==> config.mk <==
export PLATFORM = sky130hd
export DESIGN_NAME = countdown_timer
export DESIGN_NICKNAME = d
export VERILOG_FILES = /design/src/rtl/countdown_timer_pkg.sv /design/src/rtl/countdown_timer_bcd60_updown.sv /design/src/rtl/countdown_timer.sv
export SDC_FILE = /design/constraint.sdc
export NUM_CORES = 1
export LEC_CHECK = 0
export CORE_MARGIN = 3
export CORE_UTILIZATION = 38
export CTS_BUF_LIST = sky130_fd_sc_hd__clkbuf_16
export CTS_CLUSTER_DIAMETER = 100
export DETAILED_ROUTE_END_ITERATION = 6
export SYNTH_ARGS = -nofsm -noshare
export SYNTH_HDL_FRONTEND = slang
export SYNTH_SLANG_ARGS = --single-unit
==> constraint.sdc <==
create_clock -name clk -period 3.72 [get_ports clk]
set_clock_uncertainty 0.05 [all_clocks]
set_input_delay 0.372 -clock clk [delete_from_list [all_inputs] [get_ports clk]]
set_output_delay 0.372 -clock clk [all_outputs]
set_load 0.02 [all_outputs]
==> src/rtl/countdown_timer_pkg.sv <==
// Shared types and constants for the countdown timer and display chain.
// Provides the FSM state encoding, the BCD digit type and digit limits.
package countdown_timer_pkg;

    typedef logic [3:0] digit_t;

    typedef enum logic [1:0] {
        ST_IDLE  = 2'd0,
        ST_RUN   = 2'd1,
        ST_PAUSE = 2'd2,
        ST_ALARM = 2'd3
    } state_e;

    localparam digit_t BCD_NINE     = 4'd9;
    localparam digit_t SEC_TENS_MAX = 4'd5;

endpackage

==> src/rtl/countdown_timer_bcd60_updown.sv <==
// Two-digit BCD up/down counter wrapping between 00 and MAX_VAL.
// Ports: clr/load/dec/inc controls (that priority), load_tens/load_ones,
// tens/ones digits, borrow_out (dec at 00), wrap_out (inc at MAX_VAL).
module bcd60_updown
    import countdown_timer_pkg::*;
#(
    parameter int MAX_VAL = 59
) (
    input  logic   clk,
    input  logic   rst,
    input  logic   clr,
    input  logic   load,
    input  digit_t load_tens,
    input  digit_t load_ones,
    input  logic   inc,
    input  logic   dec,
    output digit_t tens,
    output digit_t ones,
    output logic   borrow_out,
    output logic   wrap_out
);

    localparam digit_t MAX_T = digit_t'(MAX_VAL / 10);
    localparam digit_t MAX_O = digit_t'(MAX_VAL % 10);

    digit_t tens_q, tens_d;
    digit_t ones_q, ones_d;
    logic   at_zero, at_max;

    assign at_zero = (tens_q == 4'd0) && (ones_q == 4'd0);
    assign at_max  = (tens_q == MAX_T) && (ones_q == MAX_O);

    // Flags only fire when the step actually happens this cycle.
    assign borrow_out = !clr && !load && dec && at_zero;
    assign wrap_out   = !clr && !load && !dec && inc && at_max;

    always_comb begin
        tens_d = tens_q;
        ones_d = ones_q;
        if (clr) begin
            tens_d = 4'd0;
            ones_d = 4'd0;
        end else if (load) begin
            tens_d = load_tens;
            ones_d = load_ones;
        end else if (dec) begin
            if (at_zero) begin
                tens_d = MAX_T;
                ones_d = MAX_O;
            end else if (ones_q == 4'd0) begin
                tens_d = tens_q - 4'd1;
                ones_d = BCD_NINE;
            end else begin
                ones_d = ones_q - 4'd1;
            end
        end else if (inc) begin
            if (at_max) begin
                tens_d = 4'd0;
                ones_d = 4'd0;
            end else if (ones_q == BCD_NINE) begin
                tens_d = tens_q + 4'd1;
                ones_d = 4'd0;
            end else begin
                ones_d = ones_q + 4'd1;
            end
        end
    end

    always_ff @(posedge clk) begin
        if (rst) begin
            tens_q <= 4'd0;
            ones_q <= 4'd0;
        end else begin
            tens_q <= tens_d;
            ones_q <= ones_d;
        end
    end

    assign tens = tens_q;
    assign ones = ones_q;

endmodule

==> src/rtl/countdown_timer.sv <==
// MM:SS countdown timer with preset, pause/resume and timed alarm.
// Ports: clk, rst, tick_1hz, start, clr, min_inc, sec_inc in; four BCD
// digits (ten_m, one_m, ten_s, one_s), running and alarm out.
module countdown_timer
    import countdown_timer_pkg::*;
#(
    parameter int ALARM_TICKS = 5,
    parameter int MAX_MIN     = 59
) (
    input  logic   clk,
    input  logic   rst,
    input  logic   tick_1hz,
    input  logic   start,
    input  logic   clr,
    input  logic   min_inc,
    input  logic   sec_inc,
    output digit_t ten_m,
    output digit_t one_m,
    output digit_t ten_s,
    output digit_t one_s,
    output logic   running,
    output logic   alarm
);

    localparam int SEC_MAX = int'(SEC_TENS_MAX) * 10 + int'(BCD_NINE);
    localparam logic [3:0] ALARM_LAST = 4'(ALARM_TICKS - 1);

    state_e      state_q, state_d;
    logic [3:0]  acnt_q, acnt_d;
    logic [15:0] preset_q, preset_d;
    logic        running_q, running_d;
    logic        alarm_q, alarm_d;

    digit_t min_t, min_o, sec_t, sec_o;
    logic   cnt_clr, cnt_load;
    logic   sec_dec, sec_inc_en, min_inc_en;
    logic   sec_borrow, sec_wrap, min_borrow, min_wrap;
    logic   time_zero, time_one;
    logic   unused_flags;

    assign time_zero = ({min_t, min_o, sec_t, sec_o} == 16'h0000);
    assign time_one  = ({min_t, min_o, sec_t, sec_o} == 16'h0001);

    always_comb begin
        state_d    = state_q;
        acnt_d     = acnt_q;
        preset_d   = preset_q;
        cnt_clr    = 1'b0;
        cnt_load   = 1'b0;
        sec_dec    = 1'b0;
        sec_inc_en = 1'b0;
        min_inc_en = 1'b0;
        if (clr) begin
            state_d = ST_IDLE;
            acnt_d  = 4'd0;
            cnt_clr = 1'b1;
        end else begin
            unique case (state_q)
                ST_IDLE: begin
                    if (start && !time_zero) begin
                        preset_d = {min_t, min_o, sec_t, sec_o};
                        state_d  = ST_RUN;
                    end else begin
                        sec_inc_en = sec_inc;
                        min_inc_en = min_inc;
                    end
                end
                ST_RUN: begin
                    if (start) begin
                        state_d = ST_PAUSE;
                    end else if (tick_1hz) begin
                        sec_dec = 1'b1;
                        // Last second lands on 00:00 and alarms on the same edge.
                        if (time_one) state_d = ST_ALARM;
                    end
                end
                ST_PAUSE: begin
                    if (start) state_d = ST_RUN;
                end
                ST_ALARM: begin
                    if (start) begin
                        state_d  = ST_IDLE;
                        cnt_load = 1'b1;
                        acnt_d   = 4'd0;
                    end else if (tick_1hz) begin
                        if (acnt_q == ALARM_LAST) begin
                            state_d  = ST_IDLE;
                            cnt_load = 1'b1;
                            acnt_d   = 4'd0;
                        end else begin
                            acnt_d = acnt_q + 4'd1;
                        end
                    end
                end
                default: state_d = ST_IDLE;
            endcase
        end
        running_d = (state_d == ST_RUN);
        alarm_d   = (state_d == ST_ALARM);
    end

    always_ff @(posedge clk) begin
        if (rst) begin
            state_q   <= ST_IDLE;
            acnt_q    <= 4'd0;
            preset_q  <= 16'h0000;
            running_q <= 1'b0;
            alarm_q   <= 1'b0;
        end else begin
            state_q   <= state_d;
            acnt_q    <= acnt_d;
            preset_q  <= preset_d;
            running_q <= running_d;
            alarm_q   <= alarm_d;
        end
    end

    bcd60_updown #(.MAX_VAL(SEC_MAX)) u_sec (
        .clk        (clk),
        .rst        (rst),
        .clr        (cnt_clr),
        .load       (cnt_load),
        .load_tens  (preset_q[7:4]),
        .load_ones  (preset_q[3:0]),
        .inc        (sec_inc_en),
        .dec        (sec_dec),
        .tens       (sec_t),
        .ones       (sec_o),
        .borrow_out (sec_borrow),
        .wrap_out   (sec_wrap)
    );

    // Seconds borrow is the only source of minute decrements.
    bcd60_updown #(.MAX_VAL(MAX_MIN)) u_min (
        .clk        (clk),
        .rst        (rst),
        .clr        (cnt_clr),
        .load       (cnt_load),
        .load_tens  (preset_q[15:12]),
        .load_ones  (preset_q[11:8]),
        .inc        (min_inc_en),
        .dec        (sec_borrow),
        .tens       (min_t),
        .ones       (min_o),
        .borrow_out (min_borrow),
        .wrap_out   (min_wrap)
    );

    // Seconds never carry into minutes; minute underflow cannot occur.
    assign unused_flags = sec_wrap ^ min_wrap ^ min_borrow;

    assign ten_m   = min_t;
    assign one_m   = min_o;
    assign ten_s   = sec_t;
    assign one_s   = sec_o;
    assign running = running_q;
    assign alarm   = alarm_q;

endmodule

==> metrics.txt <==
status=complete, no violations; Final Hold Viols=0; RSZ-0062 raised after global routing=false; grt total ovfl=0; Layout area overhead=15.46%; Seq. cell area=800.8 um2; CP endpoint kind=register; peak supply drop=0.0002489 V; largest net degree at the start of global routing=20; switching part of the total=0.2420; initial core utilization=0.4041; CP Max Fanout=16; Mapped Avg Cell Area=7.805 um2; sequential group share of total power=0.425; Iter 0 DRT Violations=between 100 and 150; IO Pins=25; root buf cell=clkbuf_16; width of the die=89.57 um; Reg clk slew, reported paths=0.06 ns; H-tree depth=2; Global Route Usage Sum=0.1794; TNS Setup=0 ns; # hold bufs at CTS=0; Min-Delay Path Class=register to register; clock sinks=40; vias per std cell=5.571; initial antenna violation count=0; DR DRC count=0; post-route ant nets=0; non-filler instance count after layout=approximately 440; # fillers=about 670; area of the core=6568 um2; Async SR Flop Fraction=0; first-pass GRT wire length=11170 um; Setup violations, final=0; f_max=0.3931 GHz; vias in the first global route=2312; highest-count cells in the layout ignoring fill and taps=nand2_1 (55), dfxtp_1 (40), a21oi_1 (27), nor2_1 (25), clkdlybuf4s50_1 (24); leakage=just over 1 nW; Multi-input gate area=~1700 um2; combinational power share=0.105; Critical Path AT=2.62 ns; # port buffers=24; EDFF count, synth=0; routed wire length=6709 um; max cap viols=0; pwr/cell area=340.6 nW/um2; later-pin clock latency in the skew report=0.29 ns; commonest non-fill, non-tap cell in the layout=nand2_1; synthesis warning total=0; via count=2468; Worst setup SP type=register; final antenna diode count=0; most used flip-flop cell after synthesis=dfxtp_1; nets=369; switching pwr=0.2526 mW; Total Die Area=8023 um2; # placed instances=435; netlist area before placement=approximately 2700 um2; Cells after Synth=340; Longest Clk Path Bufs=2; share of cells above drive strength 1=0.1029; post-cts sizing count=0; Final Slew Violations=0; First-pass DRT Iterations=4; critical path type=register to register; Net Count, Synth=360; Internal Dissipation=about 0.79 mW; worst slew pin tran=0.8058 ns; post-layout minimum cycle time=2.544 ns; HPWL Detailed=4646 um; Critical Path RT=3.80 ns; register area share after synthesis=0.3017; drt wl/cell=15.14 um; hold_ws=0.4054 ns; relative slew slack=0.4611; Final Wtd Congestion=0.8357; post-synth cell types=between 60 and 70; setup bufs post-CTS=0; row cnt=29; CTS Buf Count=5; crit share post-route=0.6838; Final Core Density=0.4666; die height=about 90 um; Clock Power Share=0.470; number of synthesized register bits=40; CTS tree=built
==> worst paths after layout <==
kind	startpoint	end	slack [ns]	cells after the start
worst max register to register	u_sec.ones[0]	preset_q[10]	1.18	7
worst max-delay path	u_sec.ones[0]	preset_q[10]	1.18	7
worst min register to register	preset_q[9]	preset_q[9]	0.41	2
worst min-delay path	preset_q[9]	preset_q[9]	0.41	2
==> Yosys cell counts, types with 2 or more instances <==
library cell | number | area share
ha_1 | 13 | 0.061
o21ai_0 | 23 | 0.043
and3_1 | 7 | 0.017
a21oi_2 | 2 | 0.0066
or2_2 | 2 | 0.0047
and3b_1 | 2 | 0.0066
nand2_1 | 55 | 0.078
buf_4 | 2 | 0.0057
mux2_2 | 3 | 0.013
nor2_1 | 25 | 0.035
buf_2 | 9 | 0.017
nand4_1 | 5 | 0.012
clkbuf_1 | 10 | 0.014
o211ai_1 | 5 | 0.014
dfxtp_1 | 40 | 0.30
a21oi_1 | 27 | 0.051
nand3b_1 | 2 | 0.0057
nor2b_1 | 3 | 0.0071
o22ai_1 | 4 | 0.0094
inv_1 | 12 | 0.017
nor2_4 | 2 | 0.0085
nand3_1 | 10 | 0.019
nor3_1 | 7 | 0.013
and2_1 | 2 | 0.0047
and2_4 | 2 | 0.0066
a211oi_1 | 6 | 0.017
nand4b_1 | 5 | 0.017
buf_6 | 3 | 0.013
a31oi_1 | 12 | 0.028
==> per-layer routing <==
layer	up-vias	global-route usage	routed length (um)
met1	1157	0.2535	3221
met3	9	0.02920	350
met5	-	0	0
li1	1239	-	-
met2	63	0.2793	3058
met4	0	0.05548	78
==> per-stage QoR <==
stage | setup slack, ns | total power, mW | area [um2]
3_3_place_gp | 1.029 | 0.5619 | 2897
2_1_floorplan | 1.451 | 0.5304 | 2654
4_1_cts | 1.154 | 1.056 | 3064
5_1_grt | 0.9754 | 1.083 | 3064
3_5_place_dp | 0.9840 | 0.5625 | 2897
6_report | 1.176 | 1.044 | 3064
==> flip-flops by register name (all words and copies together), names as in the netlist, 2 cells and up <==
| signal | flops |
|---|---|
| acnt_q | 4 |
| preset_q | 16 |
| state_q | 2 |
| u_min.ones | 4 |
| u_min.tens | 4 |
| u_sec.ones | 4 |
| u_sec.tens | 4 |
==> cells by family (layout without fill, tap and decap cells) <==
kind of cell | count (synthesis) | count (layout) | synth area share
xor+xnor | 2 | 2 | 0.006602
compound gates | 99 | 99 | 0.2508
flops | 40 | 40 | 0.3017
simple gates | 145 | 145 | 0.2970
buf+inv | 38 | 48 | 0.06977
mux | 3 | 3 | 0.01273
fa+ha+maj | 13 | 13 | 0.06129
==> layout make-up <==
class	instances	area share
multi-input combinational	262	0.5443
sequential	40	0.2613
timing repair buffer	27	0.08575
clock buffer	5	0.04083
tap	93	0.03797
inverter	13	0.01592
clock inverter	3	0.01388
==> power groups by stage <==
stage	clock network (mW)	logic (mW)	registers, mW
final	0.491	0.109	0.444
after global routing	0.518	0.120	0.444
after global placement	0	0.109	0.453
after CTS	0.502	0.110	0.443
after floorplan	0	0.0801	0.450
after detailed placement	0	0.110	0.453
==> critical path, stage by stage (launching register included) <==
cell and delay, ns:
dfxtp_1 0.54, inv_1 0.14, ha_1 0.28, and4bb_1 0.28, a41o_2 0.32, nand2b_1 0.50, nand2_1 0.19, a21oi_1 0.08
Power figures use the tool's default switching activity.
